[src/rtl/rr_arb_lock_if.sv]
// rr_arb_lock_if: request/lock/grant bundle between requesters and the round-robin arbiter.
interface rr_arb_lock_if #(
    parameter int N = 4,
    parameter int PW = $clog2(N)
);
    logic en;
    logic [N-1:0] req;
    logic [N-1:0] lock;
    logic [N-1:0] gnt;
    logic any_gnt;
    logic [PW-1:0] gnt_idx;
    modport master (output en, req, lock, input gnt, any_gnt, gnt_idx);
    modport slave (input en, req, lock, output gnt, any_gnt, gnt_idx);
endinterface

[src/rtl/rr_arb_lock.sv]
// rr_arb_lock: registered round-robin arbiter with a rotating pointer and bounded grant lock.
module rr_arb_lock #(
    parameter int N = 4,
    parameter int PW = $clog2(N),
    parameter int MAX_HOLD = 4
) (
    input logic clk,
    input logic rst,
    rr_arb_lock_if.slave arb
);
    localparam int HW = MAX_HOLD > 2 ? $clog2(MAX_HOLD) : 1;
    logic [N-1:0] r_gnt;
    logic [PW-1:0] r_idx;
    logic [PW-1:0] r_ptr;
    logic [HW-1:0] r_hold;
    logic r_any;
    logic [PW-1:0] w_j;
    logic [PW-1:0] w_win;
    logic [PW-1:0] w_ptr_nxt;
    logic w_found;
    logic w_keep;

    always_comb begin
        w_found = 1'b0;
        w_win = '0;
        w_j = '0;
        for (int k = 0; k < N; k++) begin
            w_j = PW'((int'(r_ptr) + k) % N);
            if (!w_found && arb.req[w_j]) begin
                w_found = 1'b1;
                w_win = w_j;
            end
        end
        w_ptr_nxt = (int'(w_win) == N - 1) ? '0 : w_win + 1'b1;
        // hold_cnt counts extra cycles beyond the granting one
        w_keep = r_any && (MAX_HOLD > 0) && arb.req[r_idx] && arb.lock[r_idx]
                 && (int'(r_hold) < MAX_HOLD - 1);
    end

    always_ff @(posedge clk or posedge rst) begin
        if (rst) begin
            r_gnt <= '0;
            r_idx <= '0;
            r_any <= 1'b0;
            r_ptr <= '0;
            r_hold <= '0;
        end else if (arb.en) begin
            if (w_keep) begin
                r_hold <= r_hold + 1'b1;
            end else begin
                r_gnt <= N'(w_found) << w_win;
                r_idx <= w_win;
                r_any <= w_found;
                r_ptr <= w_found ? w_ptr_nxt : r_ptr;
                r_hold <= '0;
            end
        end
    end

    assign arb.gnt = r_gnt;
    assign arb.gnt_idx = r_idx;
    assign arb.any_gnt = r_any;
endmodule

[src/flat_wrapper.sv]
// flat-port wrapper written by rule: the top's interface ports become plain ports
module rr_arb_lock_flat 
#(
    parameter int N = 4,
    parameter int PW = $clog2(N),
    parameter int MAX_HOLD = 4
)
  (clk, rst, arb_en, arb_req, arb_lock, arb_gnt, arb_any_gnt, arb_gnt_idx);
  rr_arb_lock_if #(.N(N), .PW(PW)) arb_i ();
  input logic clk;
  input logic rst;
  input wire logic [$bits(arb_i.en)-1:0] arb_en;
  input wire logic [$bits(arb_i.req)-1:0] arb_req;
  input wire logic [$bits(arb_i.lock)-1:0] arb_lock;
  output wire logic [$bits(arb_i.gnt)-1:0] arb_gnt;
  output wire logic [$bits(arb_i.any_gnt)-1:0] arb_any_gnt;
  output wire logic [$bits(arb_i.gnt_idx)-1:0] arb_gnt_idx;
  assign arb_i.en = arb_en;
  assign arb_i.req = arb_req;
  assign arb_i.lock = arb_lock;
  assign arb_gnt = arb_i.gnt;
  assign arb_any_gnt = arb_i.any_gnt;
  assign arb_gnt_idx = arb_i.gnt_idx;
  rr_arb_lock #(.N(N), .PW(PW), .MAX_HOLD(MAX_HOLD)) u_core (.clk(clk), .rst(rst), .arb(arb_i));
endmodule
[config.mk]
export PLATFORM = sky130hd
export DESIGN_NAME = rr_arb_lock_flat
export DESIGN_NICKNAME = d
export VERILOG_FILES = /design/src/rtl/rr_arb_lock_if.sv /design/src/rtl/rr_arb_lock.sv /design/src/flat_wrapper.sv
export SDC_FILE = /design/constraint.sdc
export NUM_CORES = 1
export LEC_CHECK = 0
export CAP_MARGIN = 40
export CORE_AREA = 2 2 44 46
export CTS_CLUSTER_SIZE = 16
export DETAILED_ROUTE_END_ITERATION = 12
export DIE_AREA = 0 0 46 48
export GPL_TIMING_DRIVEN = 0
export HOLD_SLACK_MARGIN = 0.03
export PLACE_DENSITY = 0.68
export SLEW_MARGIN = 10
export SYNTH_ARGS = -nofsm -noshare
export SYNTH_HDL_FRONTEND = slang
export SYNTH_SLANG_ARGS = --single-unit
[constraint.sdc]
create_clock -name clk -period 1.8 [get_ports clk]
set_input_delay 0.36 -clock clk [delete_from_list [all_inputs] [get_ports clk]]
set_output_delay 0.36 -clock clk [all_outputs]
set_load 0.01 [all_outputs]
---- Word-level counts from Yosys, hierarchy flattened ----
Cells that the tools add are included.
W data, S select, Z words.
storage, ports and cells
  word-level logic and storage cells ...... 52
  output and inout bits ................... 7
  latch bits .............................. 0
  ROM bits ................................ 0
  memory bits (writable) .................. 0
  register bits after elaboration ......... 11
  memories kept ........................... 0
cells by class
  $mul .................................... 0
  div/mod/pow operators ................... 0
  mux-type cells .......................... 22
  reductions and logical operators ........ 11
  add/subtract/negate cells ............... 5
  eq/ne operators ......................... 1
  $lt $le $gt $ge ......................... 6
  shifts and indexed selects .............. 1
  bitwise operators ....................... 1
operator list
  kind                   number
  $lt A2 B3 Y1 const B   5
  $bmux W1 S2            6
  $mux W2                6
  $mux W1                10
  $add A2 B1 Y2 const B  3
  $logic_and A1 B1 Y1    6
  $add A2 B2 Y2 const B  2
  $shl A1 B2 Y4          1
  $logic_not A1 Y1       3
  $reduce_and A3 Y1      1
  $eq A2 B1 Y1 const B   1
  $lt A2 B2 Y1 const B   1
  $reduce_and A2 Y1      1
  $not A1 Y1             1

---- Longest topological paths before layout ----
  depth in word-level cells ............... 14
  mapped depth ............................ 6
  gate-level depth less buffers ........... 6

---- Worst setup path before layout ----
OpenSTA, ideal clock, no wires.
  kind .................................... register to register
  start ................................... register u_core.r_idx[1], in the netlist u_core.arb.gnt_idx[1]
  end ..................................... register u_core.r_idx[1], in the netlist u_core.arb.gnt_idx[1]
  data required time ...................... 1.675 ns
  buffers on the path ..................... 1
  clock period less this slack ............ 1.833 ns
  stages on the path, launching flop included .. 6
  path slack .............................. -0.033 ns
  arrival time ............................ 1.708 ns
  path through ............................ dfrtp_1 -> nand3b_1 -> a2111oi_4 -> or3_1 -> buf_6 -> mux2_4
on the way
  longest elaborated chain between the ends .. 7
  elaborated cells on any way between the ends .. 9
RTL lines
  item                                  RTL line           RTL
  start: declaration                    rr_arb_lock.sv:13  logic [PW-1:0] r_idx;
  start signal: assignment              rr_arb_lock.sv:52  r_idx <= w_win;
  $bmux W1 S2                           rr_arb_lock.sv:36  w_keep = r_any && (MAX_HOLD > 0) && arb.req[r_idx] && arb.lock[r_idx]
  $mux W1 (implied by the code)         rr_arb_lock.sv:36
  $logic_and A1 B1 Y1                   rr_arb_lock.sv:36
  $logic_and A1 B1 Y1 *                 rr_arb_lock.sv:36
  $logic_and A1 B1 Y1 *                 rr_arb_lock.sv:37  && (int'(r_hold) < MAX_HOLD - 1);
  $not A1 Y1 (no source line) *         n/a
  $reduce_and A2 Y1 (no source line) *  n/a
Mark *: on every way between the ends. The rest lies on a longest branch, timed or not. The select of a mux whose other input is x is not followed.
A chain may end at the register's enable or synchronous reset.

---- Worst setup path in the final report ----
Same ends and word-level chain as after synthesis.

==> results <==
[cell type report]
cell class	count	area (um^2)	share of cell area, %
clock buffers	4	26.3	2.66
flip-flops and latches	11	278	28.2
well taps	17	21.3	2.16
plain buffers	1	11.3	1.14
repair buffers	27	245	24.9
multi-input cells	48	382	38.7
inverters	6	22.5	2.28
[report_power, final]
group          internal [mW]  leakage (nW)  total (mW)  switching (mW)
combinational          0.397         0.303       0.688           0.290
sequential             0.353         0.138       0.451          0.0982
clock                 0.0860        0.0150       0.169          0.0834
[repair_timing]
item,CTS,global route
pin swaps,1,4
resized for setup,7,9
setup endpoints to repair,9,4
buffers inserted,2,8
[metrics by stage]
stage          setup WS, ns  hold slack (ns)  std cells
6_report             0.0545            0.371        114
5_1_grt             -0.0421            0.437        114
4_1_cts             -0.0243            0.384        106
3_5_place_dp         -0.617            0.485        100
3_3_place_gp         -0.578            0.484        100
2_1_floorplan        0.0218            0.212         66
[sequential cells by signal, indices dropped and copies added (netlist names)]
signal,flops
u_core.arb.gnt_idx,2
u_core.arb.any_gnt,1
u_core.r_hold,2
u_core.arb.gnt,4
u_core.r_ptr,2
[critical path, delay by kind of cell, from the launching register on]
kind                   cells  cell delay [ns]
AOI/OAI and AO/OA          1             0.40
DFF                        1             0.44
buffers and inverters      1             0.12
muxes                      1             0.29
and+or+nand+nor            2             0.39
[metal layers]
metal | up-vias | GRT usage [%] | part of all wire, %
met4 | 0 | 10.3 | 2.6
met5 | - | 0 | 0
met3 | 5 | 2.26 | 4.5
met1 | 303 | 22.4 | 46
met2 | 17 | 27.5 | 47
li1 | 310 | - | -
[cells by family (layout without fill, tap and decap cells)]
group	after synthesis	in the layout	share of synthesized area (%)
AND/OR/NAND/NOR	18	18	15.2
AO/OA/AOI/OAI	25	25	28.4
flip-flops	11	11	41.9
adder cells (fa/ha/maj)	2	2	3.81
multiplexers	3	3	5.52
buffers and inverters	7	38	5.14
[synthesized netlist by cell type]
cell        n
a2111oi_4   1
a21bo_2     1
a21oi_1     5
buf_6       1
dfrtp_1    11
ha_1        2
inv_1       6
mux2_1      1
mux2_4      1
mux2i_1     1
nand2_1     4
nand2b_1    3
nand3_1     2
nand3b_1    3
nor2_1      2
o21a_1      1
o21ai_0     3
o21ai_1     1
o22ai_1     2
o2bb2ai_1   1
o31ai_1    10
or2_2       1
or3_1       2
or4_1       1
[worst paths after layout]
path / start / to / slack, ns / cells past startpoint
setup / recovery: u_core.arb.gnt_idx[1] / u_core.arb.gnt_idx[1] / 0.05 / 5
setup reg to reg: u_core.arb.gnt_idx[1] / u_core.arb.gnt_idx[1] / 0.05 / 5
hold / removal: rst / u_core.r_hold[1] / 0.37 / 2
hold reg to reg: u_core.r_hold[1] / u_core.r_hold[1] / 0.50 / 1
max in group asynchronous: rst / u_core.arb.gnt_idx[1] / 1.11 / 2
min in group clk: u_core.r_hold[1] / u_core.r_hold[1] / 0.50 / 1
==> results.json <==
{
  "die_y_um": 48,
  "grt_pass1_wl_um": 2640,
  "grt_max_degree": 12,
  "layout_commonest_cell": "clkdlybuf4s50_1",
  "hold_path_class": "input pin to async pin",
  "grt_antenna_before_repair": 0,
  "ctsHtreeMaxLevel": 1,
  "ys_ff_latch": 11,
  "grt_pass1_vias": 610,
  "tightest_slew_ns": 0.415,
  "drt-total-wl_um": 1630,
  "start_util_pct": 38.9,
  "filler_cell_count": 160,
  "port_buffers": 17,
  "start_kind": "register",
  "cts_sinks": 11,
  "max_freq_ghz": 0.573,
  "design_area_um2": 986,
  "powerDensity_nw_per_um2": 1330,
  "hold_viol": 0,
  "num_rows": 15,
  "fin_skew_ns": 0.00104,
  "yosysWarnings": 0,
  "arrival_ns": 1.90,
  "peakVddDrop_v": 0.000697,
  "numCtsBuffers": 3,
  "core-area_um2": 1690,
  "die_area_um2": 2210,
  "leakagePower_nw": 0.456,
  "cts_root_buf": "clkbuf_4",
  "drv_slew": 0,
  "clock_latency_ns": 0.27,
  "crit_required_ns": 1.96,
  "setup_violations": 0,
  "crit_type": "register to register",
  "synth.net_count": 79,
  "synth_top_area_share_pct": 41.9,
  "clk_path_buf_depth": 2,
  "synth_cells": 66,
  "relSlewSlack_pct": 72.3,
  "ant_nets": 0,
  "synth_cell_types": 24,
  "gp_congestion": 0.775,
  "post-route-period-util_pct": 97.0,
  "grt_use_total_pct": 17.3,
  "cpPeakStageDelay_ns": 0.44,
  "drc_errors": 0,
  "rsz0062_at_grt": "true",
  "antenna_cells": 0,
  "drt-initial-drc-count": 11,
  "hold_buffers": 0,
  "path_clk_slew_ns": 0.07,
  "num_vias": 635,
  "power_mw": 1.31,
  "gr-total-overflow": 0,
  "drive_gt1_share_pct": 27.8,
  "cp_slowest_cell": "dfrtp_2",
  "syn-cell-area_um2": 657,
  "cts_tree": "built",
  "avgSynthCellArea_um2": 9.95,
  "cap_violations": 0,
  "path_cells": "nand3b_1 > a2111oi_4 > or3_1 > buf_6 > mux2_4",
  "fin_crit_ns": 1.75,
  "fin_nets": 111,
  "area_delta_synth_final_pct": 50.1,
  "dpl.hpwl_um": 1090,
  "wl_per_cell_um": 14.3,
  "mostFrequentLayoutCells": "11 x clkdlybuf4s50_1, 10 x o31ai_1, 10 x buf_4, 9 x dfrtp_1",
  "fin_setup_tns_ns": 0,
  "fin_util_pct": 58.4,
  "die_w_um": 46,
  "cp_max_fo": 6,
  "io_pins": 18,
  "outcome": "completed",
  "synthTopCellsByArea": "dfrtp_1 42%, o31ai_1 11%, a2111oi_4 4.2%",
  "first_pass_iters": 4,
  "yosysSeqAreaShare_pct": 41.9,
  "end_kind": "register",
  "vias_per_cell": 5.57,
  "synth_area_leader_cell": "dfrtp_1",
  "dpl_cell_area_um2": 852
}
(Power assumes the default switching activity.)
==> RTL change 1 (same flow settings) <==
`MAX_HOLD` is set to 4 in 2 places; all go to 2.
--- a/src/rtl/rr_arb_lock.sv
+++ b/src/rtl/rr_arb_lock.sv
@@ -2,7 +2,7 @@
 module rr_arb_lock #(
     parameter int N = 4,
     parameter int PW = $clog2(N),
-    parameter int MAX_HOLD = 4
+    parameter int MAX_HOLD = 2
 ) (
     input logic clk,
     input logic rst,
--- a/src/flat_wrapper.sv
+++ b/src/flat_wrapper.sv
@@ -3,7 +3,7 @@
 #(
     parameter int N = 4,
     parameter int PW = $clog2(N),
-    parameter int MAX_HOLD = 4
+    parameter int MAX_HOLD = 2
 )
   (clk, rst, arb_en, arb_req, arb_lock, arb_gnt, arb_any_gnt, arb_gnt_idx);
   rr_arb_lock_if #(.N(N), .PW(PW)) arb_i ();
Check against the original RTL: not equivalent (a bounded check fails within 4 cycles, from zero or initial values and one cycle with rst high).
==> RTL change 1 against the unedited design <==
  * First-iteration DRC count rose by 18%
  * Count of clock-buffer cells in the layout is the same
  * Worst setup slack lost 6.2 ps
  * Sequential cell count down 1
  * Sequential share of layout area down 0.47 points
  * Power shrank 6.1%
  * Final area decreased by 8.4%
  * Area after synthesis decreased by 3.8%
  * Maximum frequency down 0.35%
  * Wire length decreased by 10%
  * Non-clock buffer count decreased by 7
  * Cell count decreased by 7.0%
  * Via count shrank 6.3%
  * Combinational power is 8.7% lower
==> RTL change 1: results (changes against the unedited design) <==
The layout cell share with drive strength beyond 1 is 0.202 (-0.0761). The highest fanout seen on the critical path is 7 (+1). The highest-delay cell along the critical path is sky130_fd_sc_hd__dlygate4sd2_1. The transition time at the pin with the least slew margin came out at 565 ps (+149 ps). The sequential area share after synthesis is 0.396 (-0.0230).

The met1 global-route usage came out at 0.215 (-0.00924). The global-route usage over all layers is 0.156 (-0.0173). The worst clock skew came to 7.70 ps (+6.66 ps). The wire length of the first global-routing pass is 2370 µm (-9.9%).

The number of global-route vias before repair was 536 (-12%). The worst slack at placement came out at -550 ps (+67.8 ps). The worst register-to-register path begins at u_core.r_ptr[1]$_DFFE_PP0P_. The global-route track usage on met3 is 0.0679 (+0.0453).

The number of library cell types mapped by synthesis is 27 (+13%). The routed wire length came to 1460 µm (-10%). The average footprint of a synthesized cell was 9.87 µm² (-0.80%). The reported net switching power is 429 µW (-9.1%). The number of synthesized register bits came to 10 (-1). The fraction of area in multi-input gates was 0.417 (+0.0298).

The non-clock buffer share of cell area came out at 0.213 (-0.0469). The part of the total power dissipated in combinational logic came out at 0.512 (-0.014). The post-synthesis net count is 76 (-3.8%). The mux share of post-synthesis cell area is 0.109 (+0.0537). The stage delay of the slowest cell on the critical path was 310 ps (-130 ps).

The cell count after placement came out at 98 (-2.0%). The maximum number of pins on one net before global-route repair was 11 (-1). The number of ordinary and repair buffers in the finished layout is 21 (-25%). The run finished with clean final reports. The non-filler instance count after layout came out at 106 (-7.0%). The sequential share of cell area came out at 0.277 (-0.00472). The most critical setup path has its endpoint at u_core.r_ptr[1]$_DFFE_PP0P_. The final core utilization is 0.535 (-0.0489).

The leakage component of the power is 0.409 nW (-10%). The path depth of the worst reg2reg path is 6 (+1). The violation count after the first detailed-route iteration is 13 (+2). The kind of cell with the highest combined delay on the critical path is buffers and inverters.
==> RTL change 1: changes by cell type in the layout (fill, tap and decap cells not counted), moves of 2 or more <==
cell	unedited run	this run
sky130_fd_sc_hd__dfrtp_2	2	0
sky130_fd_sc_hd__buf_4	10	4
sky130_fd_sc_hd__a211oi_1	0	2
sky130_fd_sc_hd__or3_1	2	0
sky130_fd_sc_hd__clkdlybuf4s50_1	11	9
sky130_fd_sc_hd__dlygate4sd2_1	4	6
sky130_fd_sc_hd__inv_1	4	7
sky130_fd_sc_hd__dlymetal6s2s_1	2	0
sky130_fd_sc_hd__clkdlybuf4s15_1	0	2
sky130_fd_sc_hd__inv_2	2	0
sky130_fd_sc_hd__o31ai_1	10	7
==> RTL change 1: repair_timing <==
action | in CTS | in global routing
pin swaps | 1 | 3
setup buffers | 1 | 3
setup endpoints to repair | 4 | 1
resized for setup | 11 | 4
==> RTL change 1: metal layers <==
layer	vias to the layer above	wire length, µm
met5	-	0
met4	0	6
met3	2	47
met2	11	739
met1	287	670
li1	295	-
==> RTL change 2 (same settings) <==
Without the edit above. Make the reset (`rst`) synchronous in one clocked block.
--- a/src/rtl/rr_arb_lock.sv
+++ b/src/rtl/rr_arb_lock.sv
@@ -37,7 +37,7 @@
                  && (int'(r_hold) < MAX_HOLD - 1);
     end
 
-    always_ff @(posedge clk or posedge rst) begin
+    always_ff @(posedge clk) begin
         if (rst) begin
             r_gnt <= '0;
             r_idx <= '0;
Function: differs if rst is asserted again (counterexample within 4 cycles, from zero or initial values and one cycle with rst high); with rst held inactive, the same outputs for 10 cycles.
==> RTL change 2 against the unedited design <==
  * Critical path depth increased by 1
  * Final area down 21%
  * Sequential cell count is the same
  * Critical path type is now input port to flip-flop
  * Area after synthesis shrank 17%
  * Worst setup slack gained 14 ps
  * Cell count is 15% lower
  * Largest cell class unchanged
  * Wire length down 27%
Power is not compared: it rests on default switching activity, and its combinational part moved more than twofold at a synthesized area within 25%.
==> RTL change 2: results (changes against the unedited design) <==
The flow ran to the end, and the final reports show no timing, DRC or antenna violations. The wire length per cell came out at 12.3 µm (-14%). The violation count after the first detailed-route iteration came to 2 (-9). The layout cell share with drive strength beyond 1 is 0.150 (-0.128). The global-route usage over all layers came out at 0.118 (-0.0550).

The maximum number of pins on one net before global-route repair came out at 9 (-3). The number of cells produced by synthesis is 59 (-11%). The mux share of post-synthesis cell area is 0.0961 (+0.0409). The final weighted congestion of routability-driven global placement came out at 0.743 (-4.2%).

The path depth of the worst reg2reg path came out at 4 (-1). The slowest stage of the critical path is the sky130_fd_sc_hd__mux4_2 cell. The sequential area share after synthesis came out at 0.403 (-0.0163). The area share of fa/ha/maj cells after synthesis is 0.0229 (-0.0152). The min-delay analysis places its worst path in the category flip-flop to flip-flop. The stage delay of the slowest cell on the critical path came to 540 ps (+100 ps). For this run, the leading register cell type out of synthesis is sky130_fd_sc_hd__dfxtp_1.

The half-perimeter wire length after detailed placement is 953 µm (-13%). The number of global-route vias before repair is 471 (-23%). The smallest setup slack after layout came out at 68.9 ps (+14.4 ps).

The launching element type of the critical path is an input port. The worst slack at placement is -459 ps (+158 ps). The via-per-instance ratio is 4.98 (-11%).

The slack of the worst reg-to-reg path came out at 100 ps (+50 ps). The async set-reset flop share out of synthesis came to 0 (-1.00). In this run the worst setup path begins at arb_req[3]. The cell count after placement came out at 93 (-7.0%). The highest fanout seen on the critical path is 5 (-1).

The transition time at the pin with the least slew margin was 455 ps (+39.8 ps). The compound-gate portion of the synthesized area came out at 0.222 (-0.0618). The post-synthesis share of cell area spent on xor and xnor gates is 0.0160 (+0.0160).

After synthesis, the cell types taking the most area are sky130_fd_sc_hd__dfxtp_1 (40%), sky130_fd_sc_hd__mux2i_1 (5.5%), sky130_fd_sc_hd__mux4_2 (4.1%).
==> RTL change 2: metal layers <==
| layer | up-vias | wire length (µm) | global-route usage |
|---|---|---|---|
| met1 | 221 | 502 | 0.124 |
| met4 | 0 | 0 | 0.0171 |
| met2 | 9 | 642 | 0.225 |
| li1 | 253 | - | - |
| met3 | 0 | 46 | 0.0453 |
| met5 | - | 0 | 0 |
==> RTL change 2: kinds of logic after synthesis <==
logic type	Yosys count
xor+xnor	1
compound gates	15
buf+inv	6
simple gates	21
flops	11
fa+ha+maj	1
mux	4
==> RTL change 2: final cells by class <==
type / instances / area, µm²
multi-input combinational: 42 / 323
fill: 157 / 912
tap: 17 / 21.3
timing repair buffer: 17 / 160
buffer: 1 / 7.51
inverter: 5 / 18.8
sequential: 11 / 220
clock buffer: 4 / 26.3
==> RTL change 2: repair_timing <==
action	CTS	global route
cloned	0	0
gates resized for setup	12	0
setup endpoints to repair	11	1
pin swaps	3	1
==> RTL change 2: metrics by stage <==
step,hold WS [ps],instance area [µm²]
global placement,453,738
CTS,478,777
finish,474,777
global route,494,777
detailed placement,462,738
floorplan,432,547
==> RTL change 2: where the power goes <==
group | total (mW) | leakage (nW) | switching, mW | internal, mW
Sequential | 0.280 | 0.0902 | 0.0168 | 0.264
Clock | 0.163 | 0.0150 | 0.0773 | 0.0857
Combinational | 0.151 | 0.236 | 0.0711 | 0.0794
==> RTL change 2: worst max-delay path, delay by kind of cell <==
family,cells,cell delay (ps)
AOI/OAI and AO/OA,2,530
buffers and inverters,1,290
muxes,1,540
and+or+nand+nor,2,170
